--- src/rtl/blade_fader.sv ---
// Per-LED PWM fade stage: pattern strobes load full brightness, a slow tick decays it geometrically.
// Optional BLADE_FADER_GAMMA_EN adds a registered square-law duty correction stage.
module blade_fader #(
  parameter int unsigned N_LEDS      = 6,
  parameter int unsigned PWM_BITS    = 8,
  parameter int unsigned DECAY_DIV   = 250000,
  parameter int unsigned DECAY_SHIFT = 2
) (
  input  logic              clk,
  input  logic              rst,
  input  logic [N_LEDS-1:0] pattern_in,
  input  logic              pattern_valid,
  output logic [N_LEDS-1:0] blade_leds,
  output logic              frame_tick
);

  localparam int unsigned PS_W = (DECAY_DIV > 1) ? $clog2(DECAY_DIV) : 1;
  localparam logic [PWM_BITS-1:0] LVL_MAX = '1;
  localparam logic [PS_W-1:0]     PS_LAST = PS_W'(DECAY_DIV - 1);

  logic [PWM_BITS-1:0] pwm_cnt;
  logic [PS_W-1:0]     prescaler;
  logic                decay_tick;
  logic [PWM_BITS-1:0] level     [N_LEDS];
  logic [PWM_BITS-1:0] level_nxt [N_LEDS];
  logic [PWM_BITS-1:0] step      [N_LEDS];
  logic [PWM_BITS-1:0] duty      [N_LEDS];

  assign decay_tick = (prescaler == PS_LAST);

  always_ff @(posedge clk) begin
    if (rst) begin
      pwm_cnt    <= '0;
      prescaler  <= '0;
      frame_tick <= 1'b0;
    end else begin
      pwm_cnt    <= pwm_cnt + 1'b1;
      prescaler  <= decay_tick ? '0 : prescaler + 1'b1;
      frame_tick <= (pwm_cnt == LVL_MAX);
    end
  end

  // Step is at least 1 and never exceeds a nonzero level, so decay cannot wrap.
  always_comb begin
    for (int unsigned i = 0; i < N_LEDS; i++) begin
      step[i] = level[i] >> DECAY_SHIFT;
      if (step[i] == '0) step[i] = PWM_BITS'(1);
      level_nxt[i] = level[i];
      if (pattern_valid && pattern_in[i])
        level_nxt[i] = LVL_MAX;
      else if (decay_tick && (level[i] != '0))
        level_nxt[i] = level[i] - step[i];
    end
  end

  always_ff @(posedge clk) begin
    for (int unsigned i = 0; i < N_LEDS; i++) begin
      if (rst) level[i] <= '0;
      else     level[i] <= level_nxt[i];
    end
  end

`ifdef BLADE_FADER_GAMMA_EN
  always_ff @(posedge clk) begin
    for (int unsigned i = 0; i < N_LEDS; i++) begin
      if (rst) duty[i] <= '0;
      else     duty[i] <= PWM_BITS'(({{PWM_BITS{1'b0}}, level[i]} *
                                     {{PWM_BITS{1'b0}}, level[i]}) >> PWM_BITS);
    end
  end
`else
  always_comb begin
    for (int unsigned i = 0; i < N_LEDS; i++) duty[i] = level[i];
  end
`endif

  always_ff @(posedge clk) begin
    for (int unsigned i = 0; i < N_LEDS; i++) begin
      if (rst) blade_leds[i] <= 1'b0;
      else     blade_leds[i] <= (duty[i] > pwm_cnt);
    end
  end

endmodule

--- config.mk ---
export PLATFORM = sky130hd
export DESIGN_NAME = blade_fader
export DESIGN_NICKNAME = d
export VERILOG_FILES = /design/src/rtl/blade_fader.sv
export SDC_FILE = /design/constraint.sdc
export NUM_CORES = 1
export LEC_CHECK = 0
export ABC_AREA = 1
export BUFFER_PORTS_ARGS = -buffer_cell sky130_fd_sc_hd__buf_2
export CORE_UTILIZATION = 50
export CTS_CLUSTER_DIAMETER = 120
export DETAILED_ROUTE_END_ITERATION = 10
export GPL_TIMING_DRIVEN = 0
export PLACE_DENSITY = 0.68
export SYNTH_ARGS = -nofsm -noshare
export SYNTH_HDL_FRONTEND = slang
export SYNTH_SLANG_ARGS = --single-unit
--- constraint.sdc ---
create_clock -name clk -period 2.25 [get_ports clk]
set_input_delay 0.1125 -clock clk [delete_from_list [all_inputs] [get_ports clk]]
set_output_delay 0.1125 -clock clk [all_outputs]
set_load 0.02 [all_outputs]
* Yosys cells after proc, flatten, opt, wreduce, memory -nomap -nowiden
Memory sizes are Yosys's and may differ from the RTL's. Index checks and enable logic that the tools add are counted.
Cells by class: $add $sub $neg 8, $mul 0, div/mod/pow operators 0, magnitude comparators 6, equal/unequal tests 2, shift operators 0, muxes and demuxes 27, bitwise logic cells 6, reduce and logical (&&, ||, !) cells 25
Operator list (count):
- $mux 8 | 18
- $gt 8x8->1 | 6
- $logic_not 8->1 | 6
- $reduce_bool 8->1 | 6
- $sub 8x8->8 | 6
- $mux 6 | 6
- $add 18x1->18 const B | 1
- $eq 18x18->1 const B | 1
- $logic_and 1x1->1 | 12
- $add 8x1->8 const B | 1
- $eq 8x8->1 const B | 1
- $or 1x1->1 | 6
- $mux 1 | 3
- $reduce_or 2->1 | 1
Word-level totals: flip-flop bits (word level) 33, bits in latches 0, memory bits (writable) 48, memory bits (read-only) 0, output and inout bits 7, memories 1
Memory list:
- level | depth 6, width 8, rd ports 6, clocked after Yosys merged registers in 0, write ports 6, RTL line 24 | logic [PWM_BITS-1:0] level [N_LEDS];

* Depth between registers and ports, before layout
Gate-level depths: netlist of run 1. An unclocked memory read counts as a cell.
depth in word-level cells 7, gate-level depth with buffers 15, gate-level depth less buffers 15

* Worst setup path before layout of run 1
No wires, ideal clock.
path type register to register, from mem level[3][3], to mem level[3][4], library setup time 135 ps, data arrival time 1669 ps, path slack 446 ps, stages on the path, launching flop included 12, buffers on the path 0, period minus slack after synthesis 1804 ps, path through dfxtp_1 > inv_1 > nand4_1 > nand2_1 > ha_1 > inv_1 > fa_1 > a31oi_1 > or2_2 > nand3_1 > nand2_1 > a21oi_2
RTL lines (RTL line):
- start: declaration | 24

==> flow_metrics.env, run 1 <==
export IMPL_top_usage_layer="met2"
export IMPL_synth_top_area_share=0.250
export IMPL_regToRegSetupSlack_ns=0.21
export IMPL_dp_hpwl_um=10700
export IMPL_design_area_sq_mm=0.00706
export IMPL_cp_start_kind="flop"
export IMPL_yosys_area_top_type="dfxtp_1"
export IMPL_synth_edf_count=0
export IMPL_fp_dieH_um=116
export IMPL_crit_path_end="level[5][6]$_SDFFE_PP0P_"
export IMPL_synth_area_leaders="dfxtp_1 (25%), ha_1 (17%), nand2_1 (12%)"
export IMPL_use_met2=0.394
export IMPL_areaGrowthSynthToFinish_pct=8.79
export IMPL_wirelength_um=14200
export IMPL_clk_pin_slew_ns=0.06
export IMPL_synthCells=917
export IMPL_critPathArrivalTime_ns=2.32
export IMPL_critical_path_class="flop to flop"
export IMPL_ys_types=38
export IMPL_ys_dominant_reg_cell="dfxtp_1"
export IMPL_grt_usage=0.236
export IMPL_die_x_um=116
export IMPL_fmax_mhz=491
export IMPL_antenna_found_initial=0
export IMPL_h_tree_depth=3
export IMPL_synth_area_per_cell_sq_um=7.08
export IMPL_path_common_cell="nand2_1"
export IMPL_avgRoutedWirePerCell_um=12.7
export IMPL_async_flop_share=0
export IMPL_peakVddDrop_uv=369
export IMPL_outcome="completed"
export IMPL_core_area_sq_mm=0.0126
export IMPL_insertion_delay_ns=0.35
export IMPL_fin_tns_setup_ns=0
export IMPL_rsz0062_at_grt="no"
export IMPL_synth_area_sq_mm=0.00649
export IMPL_grt_pass1_wl_um=24800
export IMPL_power_density_mw_per_mm2=706
export IMPL_fin_crit_sh=0.906
export IMPL_grt_use_met3=0.0455
export IMPL_port_buffers=14
export IMPL_critPathSlowestCell="fa_1"
export IMPL_drc=0
export IMPL_cts_hold_buf=0
export IMPL_yosysMostFrequentCell="nand2_1"
export IMPL_layout_nets=1044
export IMPL_antenna_cells=0
export IMPL_clk_path_buf_depth=2
export IMPL_path_max_fanout=6
export IMPL_netlist_top_cells_count="nand2_1 (204), inv_1 (126), ha_1 (87), a21oi_1 (83), dfxtp_1 (81)"
export IMPL_drv_slew=0
export IMPL_drive_above_1_share=0.116
export IMPL_boundaryPins=16
export IMPL_cts_resized=0
export IMPL_ant_nets=0
export IMPL_place_area_sq_mm=0.00678
export IMPL_rows=41
export IMPL_synth_warnings=0
export IMPL_globalplace_congestion=0.845
export IMPL_drt_pass1_iterations=4
export IMPL_critical_path_depth=15
export IMPL_reg2regPathDepth=15
export IMPL_worst_path_buf_inv=2
export IMPL_power_leakage_uw=0.00334
export IMPL_synthesis_nets=1019
export IMPL_cts_tree="built"
export IMPL_grt_max_degree=14
export IMPL_min_delay_path_class="input pin to flop"
export IMPL_setup_viol=0
export IMPL_post_route_min_period_ns=2.04
export IMPL_drtIter0Drc=267
export IMPL_r2r_start="level[5][6]$_SDFFE_PP0P_"
export IMPL_synth_seq_cells=81
export IMPL_worstReg2RegEnd="level[5][6]$_SDFFE_PP0P_"
export IMPL_path_cells="nor2_1, nand3_1, nand2_1, ha_1, inv_1, fa_1, nand2_1, nand3_1, nand3_1, nand2_1, nand2_1, nand3_1, nand2_1, inv_1, a21oi_2"
export IMPL_die_area_sq_mm=0.0134
export IMPL_worstMarginPinSlew_ns=0.730
export IMPL_initial_core_util=0.514
export IMPL_gr_usage_met1=0.306
export IMPL_ys_seq_area_frac=0.250
export IMPL_via_count=5817
export IMPL_maxCapViolations=0
export IMPL_via_per_inst=5.20
export IMPL_finalHoldViolCount=0
export IMPL_cts_buffers=9
export IMPL_critPathLaunch="level[5][6]$_SDFFE_PP0P_"
export IMPL_setup_worst_path_end_class="flop"
export IMPL_crit_family="simple AND/OR/NAND/NOR gates"
export IMPL_fin_skew_ns=0.00375
export IMPL_grt_pass1_vias=5335
export IMPL_overflow=0
export IMPL_slowest_delay_ns=0.40
export IMPL_slew_headroom=0.513
export IMPL_post_cts_buffers=0
export IMPL_clock_sinks=81
export IMPL_required_ns=2.53
export IMPL_cts_root_buf="clkbuf_16"
-- where the power goes --
| group | switching (uW) | total [uW] | internal (uW) |
|---|---|---|---|
| Clock | 601 | 1450 | 847 |
| Combinational | 1090 | 1850 | 764 |
| Sequential | 134 | 1690 | 1550 |
-- layer usage --
metal / vias up / part of all wire / routed length (um)
li1: 3112 / - / -
met1: 2621 / 0.49 / 7030
met2: 69 / 0.46 / 6530
met3: 15 / 0.034 / 478
met4: 0 / 0.013 / 187
met5: - / 0 / 0
-- per-stage QoR --
step	power [uW]	util	worst slack [ns]	hold WS, ns	std cells
5_1_grt	5430	0.560	0.00276	0.224	1118
3_3_place_gp	3550	0.537	0.242	0.445	1103
6_report	4990	0.560	0.212	0.208	1118
2_1_floorplan	3200	-	0.446	0.381	917
4_1_cts	5030	0.560	0.218	0.196	1118
3_5_place_dp	3560	0.537	0.225	0.451	1103
-- cells by family (layout without fill, tap and decap cells) --
group,Yosys count,after routing,synth area share
compound gates,154,154,0.139
xor+xnor,14,14,0.0189
fa+ha+maj,93,93,0.186
buf+inv,142,171,0.0875
flops,81,81,0.250
simple gates,433,433,0.318
-- placed cells by master (no fill, tap or decap), types with 6 or more instances in the layout --
master     Yosys  final
a21oi_2       13     13
a31oi_1        9      9
clkbuf_16      0      9
nand3_1       67     67
nand2_4       13     13
nor2_1        63     63
inv_1        126    126
o21ai_0       32     32
ha_1          87     87
nand2_1      204    204
nand2_2        9      9
a21oi_1       83     83
dfxtp_1       81     81
nand3_2        9      9
nand4_1       27     27
nor3_1        12     12
fa_1           6      6
xor2_1        12     12
or2_2         14     14
buf_2          2     16
-- state kept, by name, indices dropped and copies added (netlist names) --
name / flops
level: 48
frame_tick: 1
prescaler: 18
blade_leds: 6
pwm_cnt: 8
-- cell type report --
type	instances	area, sq um
Inverter	133	512
Timing Repair Buffer	14	70.1
Buffer	9	56.3
Sequential cell	81	1620
Clock inverter	6	60.1
Fill cell	1273	5560
Clock buffer	9	225
Multi-Input combinational cell	694	4300
Tap cell	172	215
-- worst reg2reg max path, stage by stage, from the launching register on --
cell and delay, ns:
dfxtp_1 0.37, nor2_1 0.16, nand3_1 0.09, nand2_1 0.06, ha_1 0.15, inv_1 0.07, fa_1 0.40, nand2_1 0.08
nand3_1 0.09, nand3_1 0.08, nand2_1 0.06, nand2_1 0.07, nand3_1 0.07, nand2_1 0.06, inv_1 0.05, a21oi_2 0.10
-- how the worst min path moves through the flow --
stage,start,endpoint,slack (ns),cells after the start
2_1_floorplan,pattern_in[2],level[2][2]$_SDFFE_PP0P_,0.38,2
3_3_place_gp,prescaler[0]$_SDFF_PP0_,prescaler[0]$_SDFF_PP0_,0.44,1
3_5_place_dp,prescaler[0]$_SDFF_PP0_,prescaler[0]$_SDFF_PP0_,0.45,1
4_1_cts,pattern_in[0],level[0][3]$_SDFFE_PP0P_,0.20,3
5_1_grt,pattern_in[1],level[1][3]$_SDFFE_PP0P_,0.22,3
6_report,pattern_in[2],level[2][3]$_SDFFE_PP0P_,0.21,3
Power figures use the tool's default switching activity.
==> inputs of run 2 (changes only) <==
--- a/config.mk
+++ b/config.mk
@@ -11,7 +11,7 @@
 export CTS_CLUSTER_DIAMETER = 120
 export DETAILED_ROUTE_END_ITERATION = 10
 export GPL_TIMING_DRIVEN = 0
-export PLACE_DENSITY = 0.68
+export PLACE_DENSITY = 0.75
 export SYNTH_ARGS = -nofsm -noshare
 export SYNTH_HDL_FRONTEND = slang
 export SYNTH_SLANG_ARGS = --single-unit
==> run 2 against run 1 <==
Compared with the run above:
- via count rose by 2.5%
- total power rose by 5.2%
- highest routed layer unchanged
- largest cell class unchanged
- clock power rose by 14%
- maximum frequency fell by 1.6%
- utilization rose by 0.44 points
- critical path type unchanged
==> flow_metrics.env, run 2 (same netlist as run 1, synthesis figures left out) <==
export IMPL_post_route_min_period_ns=2.07
export IMPL_intPower_uw=3340
export IMPL_cts_root_buf="clkbuf_16"
export IMPL_critPathArrivalTime_ns=2.28
export IMPL_initial_core_util=0.514
export IMPL_cts_buffers=9
export IMPL_place_area_sq_mm=0.00678
export IMPL_post_cts_buffers=0
export IMPL_crit_family="simple AND/OR/NAND/NOR gates"
export IMPL_overflow=0
export IMPL_power_density_mw_per_mm2=737
export IMPL_clk_path_buf_depth=2
export IMPL_boundaryPins=16
export IMPL_antenna_found_initial=0
export IMPL_h_tree_depth=3
export IMPL_globalplace_congestion=0.835
export IMPL_power_frac_clock=0.315
export IMPL_via_count=5962
export IMPL_via_per_inst=5.33
export IMPL_min_delay_start="pattern_in[2]"
export IMPL_avgRoutedWirePerCell_um=13.3
export IMPL_grt_usage=0.240
export IMPL_grt_pass1_vias=5514
export IMPL_layout_nets=1044
export IMPL_slowest_delay_ns=0.42
export IMPL_min_delay_path_class="input pin to flop"
export IMPL_final_cell_mix="nand2_1 (204), inv_1 (125), ha_1 (87)"
export IMPL_drive_above_1_share=0.122
export IMPL_path_max_fanout=7
export IMPL_drv_slew=0
export IMPL_slew_headroom=0.495
export IMPL_hold_end="level[2][2]$_SDFFE_PP0P_"
export IMPL_dp_slack_ns=0.189
export IMPL_maxCapViolations=0
export IMPL_rsz0062_at_grt="yes"
export IMPL_power_leakage_uw=0.00336
export IMPL_finalHoldViolCount=0
export IMPL_hold_depth=3
export IMPL_regToRegSetupSlack_ns=0.18
export IMPL_die_area_sq_mm=0.0134
export IMPL_critical_path_class="flop to flop"
export IMPL_fp_dieH_um=116
export IMPL_design_area_sq_mm=0.00712
export IMPL_reg_top3="level: 48 flops, prescaler: 18 flops, pwm_cnt: 8 flops"
export IMPL_drt_pass1_iterations=5
export IMPL_fillers=1228
export IMPL_path_cells="nor2_1, nand4_1, nand2_1, ha_1, inv_1, fa_1, a31oi_1, or2_2, nand3_1, nand2_1, a21oi_2"
export IMPL_final_common_cell="nand2_1"
export IMPL_grt_max_degree=15
export IMPL_rows=41
export IMPL_cts_hold_buf=0
export IMPL_clock_sinks=81
export IMPL_hold_ws_ns=0.186
export IMPL_wirelength_um=14900
export IMPL_p_comb_frac=0.362
export IMPL_setup_viol=0
export IMPL_die_x_um=116
export IMPL_worstMarginPinSlew_ns=0.758
export IMPL_critPathSlowestCell="fa_1"
export IMPL_switchingPower_uw=1910
export IMPL_worst_path_buf_inv=1
export IMPL_ant_nets=0
export IMPL_r2r_start="level[2][6]$_SDFFE_PP0P_"
export IMPL_cts_resized=0
export IMPL_dp_hpwl_um=10900
export IMPL_cp_start_kind="flop"
export IMPL_reg2regPathDepth=11
export IMPL_insertion_delay_ns=0.35
export IMPL_switching_share=0.363
export IMPL_antenna_cells=0
export IMPL_outcome="completed"
export IMPL_worstReg2RegEnd="level[2][4]$_SDFFE_PP0P_"
export IMPL_areaGrowthSynthToFinish_pct=9.64
export IMPL_setup_worst_path_end_class="flop"
export IMPL_drtIter0Drc=324
export IMPL_fmax_mhz=483
export IMPL_seqPwrFrac=0.323
export IMPL_path_common_cell="nand2_1"
export IMPL_regMostFlops="level"
export IMPL_peakVddDrop_uv=377
export IMPL_clk_pin_slew_ns=0.07
export IMPL_cts_tree="built"
export IMPL_fin_skew_ns=0.0112
export IMPL_drc=0
export IMPL_fin_tns_setup_ns=0
export IMPL_largest_reg_flops=48
export IMPL_required_ns=2.46
export IMPL_fin_crit_sh=0.921
export IMPL_grt_pass1_wl_um=25000
export IMPL_core_area_sq_mm=0.0126
export IMPL_port_buffers=14
export IMPL_setup_slack_ns=0.178
-- run 2: cell count changes in the layout (fill, tap and decap cells not counted), sizes merged --
cell | before | now
bufinv | 1 | 2
clkbuf | 14 | 16
clkinv | 5 | 3
clkinvlp | 2 | 0
inv | 131 | 133
-- run 2: power groups by stage --
stage / Combinational [uW] / Sequential, uW / Clock [uW]
floorplan: 1490 / 1710 / 0
global placement: 1810 / 1720 / 0
detailed placement: 1870 / 1720 / 0
CTS: 1890 / 1690 / 1680
global route: 2190 / 1710 / 1730
finish: 1900 / 1690 / 1650
-- run 2: cell type report --
type,count,area (sq um),share of cell area
tap,172,215,0.0302
buffer,9,56.3,0.00791
inverter,133,512,0.0719
timing repair buffer,14,70.1,0.00985
sequential,81,1620,0.228
clock buffer,11,243,0.0341
multi-input combinational,694,4310,0.606
clock inverter,5,86.3,0.0121
-- run 2: worst max path at each step --
stage	cells past startpoint	from	end
after global routing	15	level[5][5]$_SDFFE_PP0P_	level[5][6]$_SDFFE_PP0P_
final	11	level[2][6]$_SDFFE_PP0P_	level[2][4]$_SDFFE_PP0P_
after global placement	11	level[2][3]$_SDFFE_PP0P_	level[2][4]$_SDFFE_PP0P_
after CTS	11	level[1][6]$_SDFFE_PP0P_	level[1][4]$_SDFFE_PP0P_
after floorplan	11	level[3][3]$_SDFFE_PP0P_	level[3][4]$_SDFFE_PP0P_
after detailed placement	11	level[1][3]$_SDFFE_PP0P_	level[1][4]$_SDFFE_PP0P_
-- run 2: metrics by stage --
| step | std cells | power, uW | util |
|---|---|---|---|
| global route | 1119 | 5640 | 0.564 |
| global placement | 1103 | 3530 | 0.537 |
| detailed placement | 1103 | 3590 | 0.537 |
| floorplan | 917 | 3200 | - |
| finish | 1119 | 5250 | 0.564 |
| CTS | 1119 | 5260 | 0.563 |
-- run 2: layer usage --
layer	part of all wire	global-route usage
met2	0.48	0.421
met5	0	0
met3	0.040	0.0507
met1	0.46	0.294
met4	0.018	0.0709
-- run 2: worst register-to-register path, delay by kind of cell, from the launching register on --
| family | cells | cell delay [ns] |
|---|---|---|
| buf+inv | 1 | 0.06 |
| compound gates | 2 | 0.28 |
| simple gates | 6 | 0.65 |
| flops | 1 | 0.38 |
| fa+ha+maj | 2 | 0.55 |
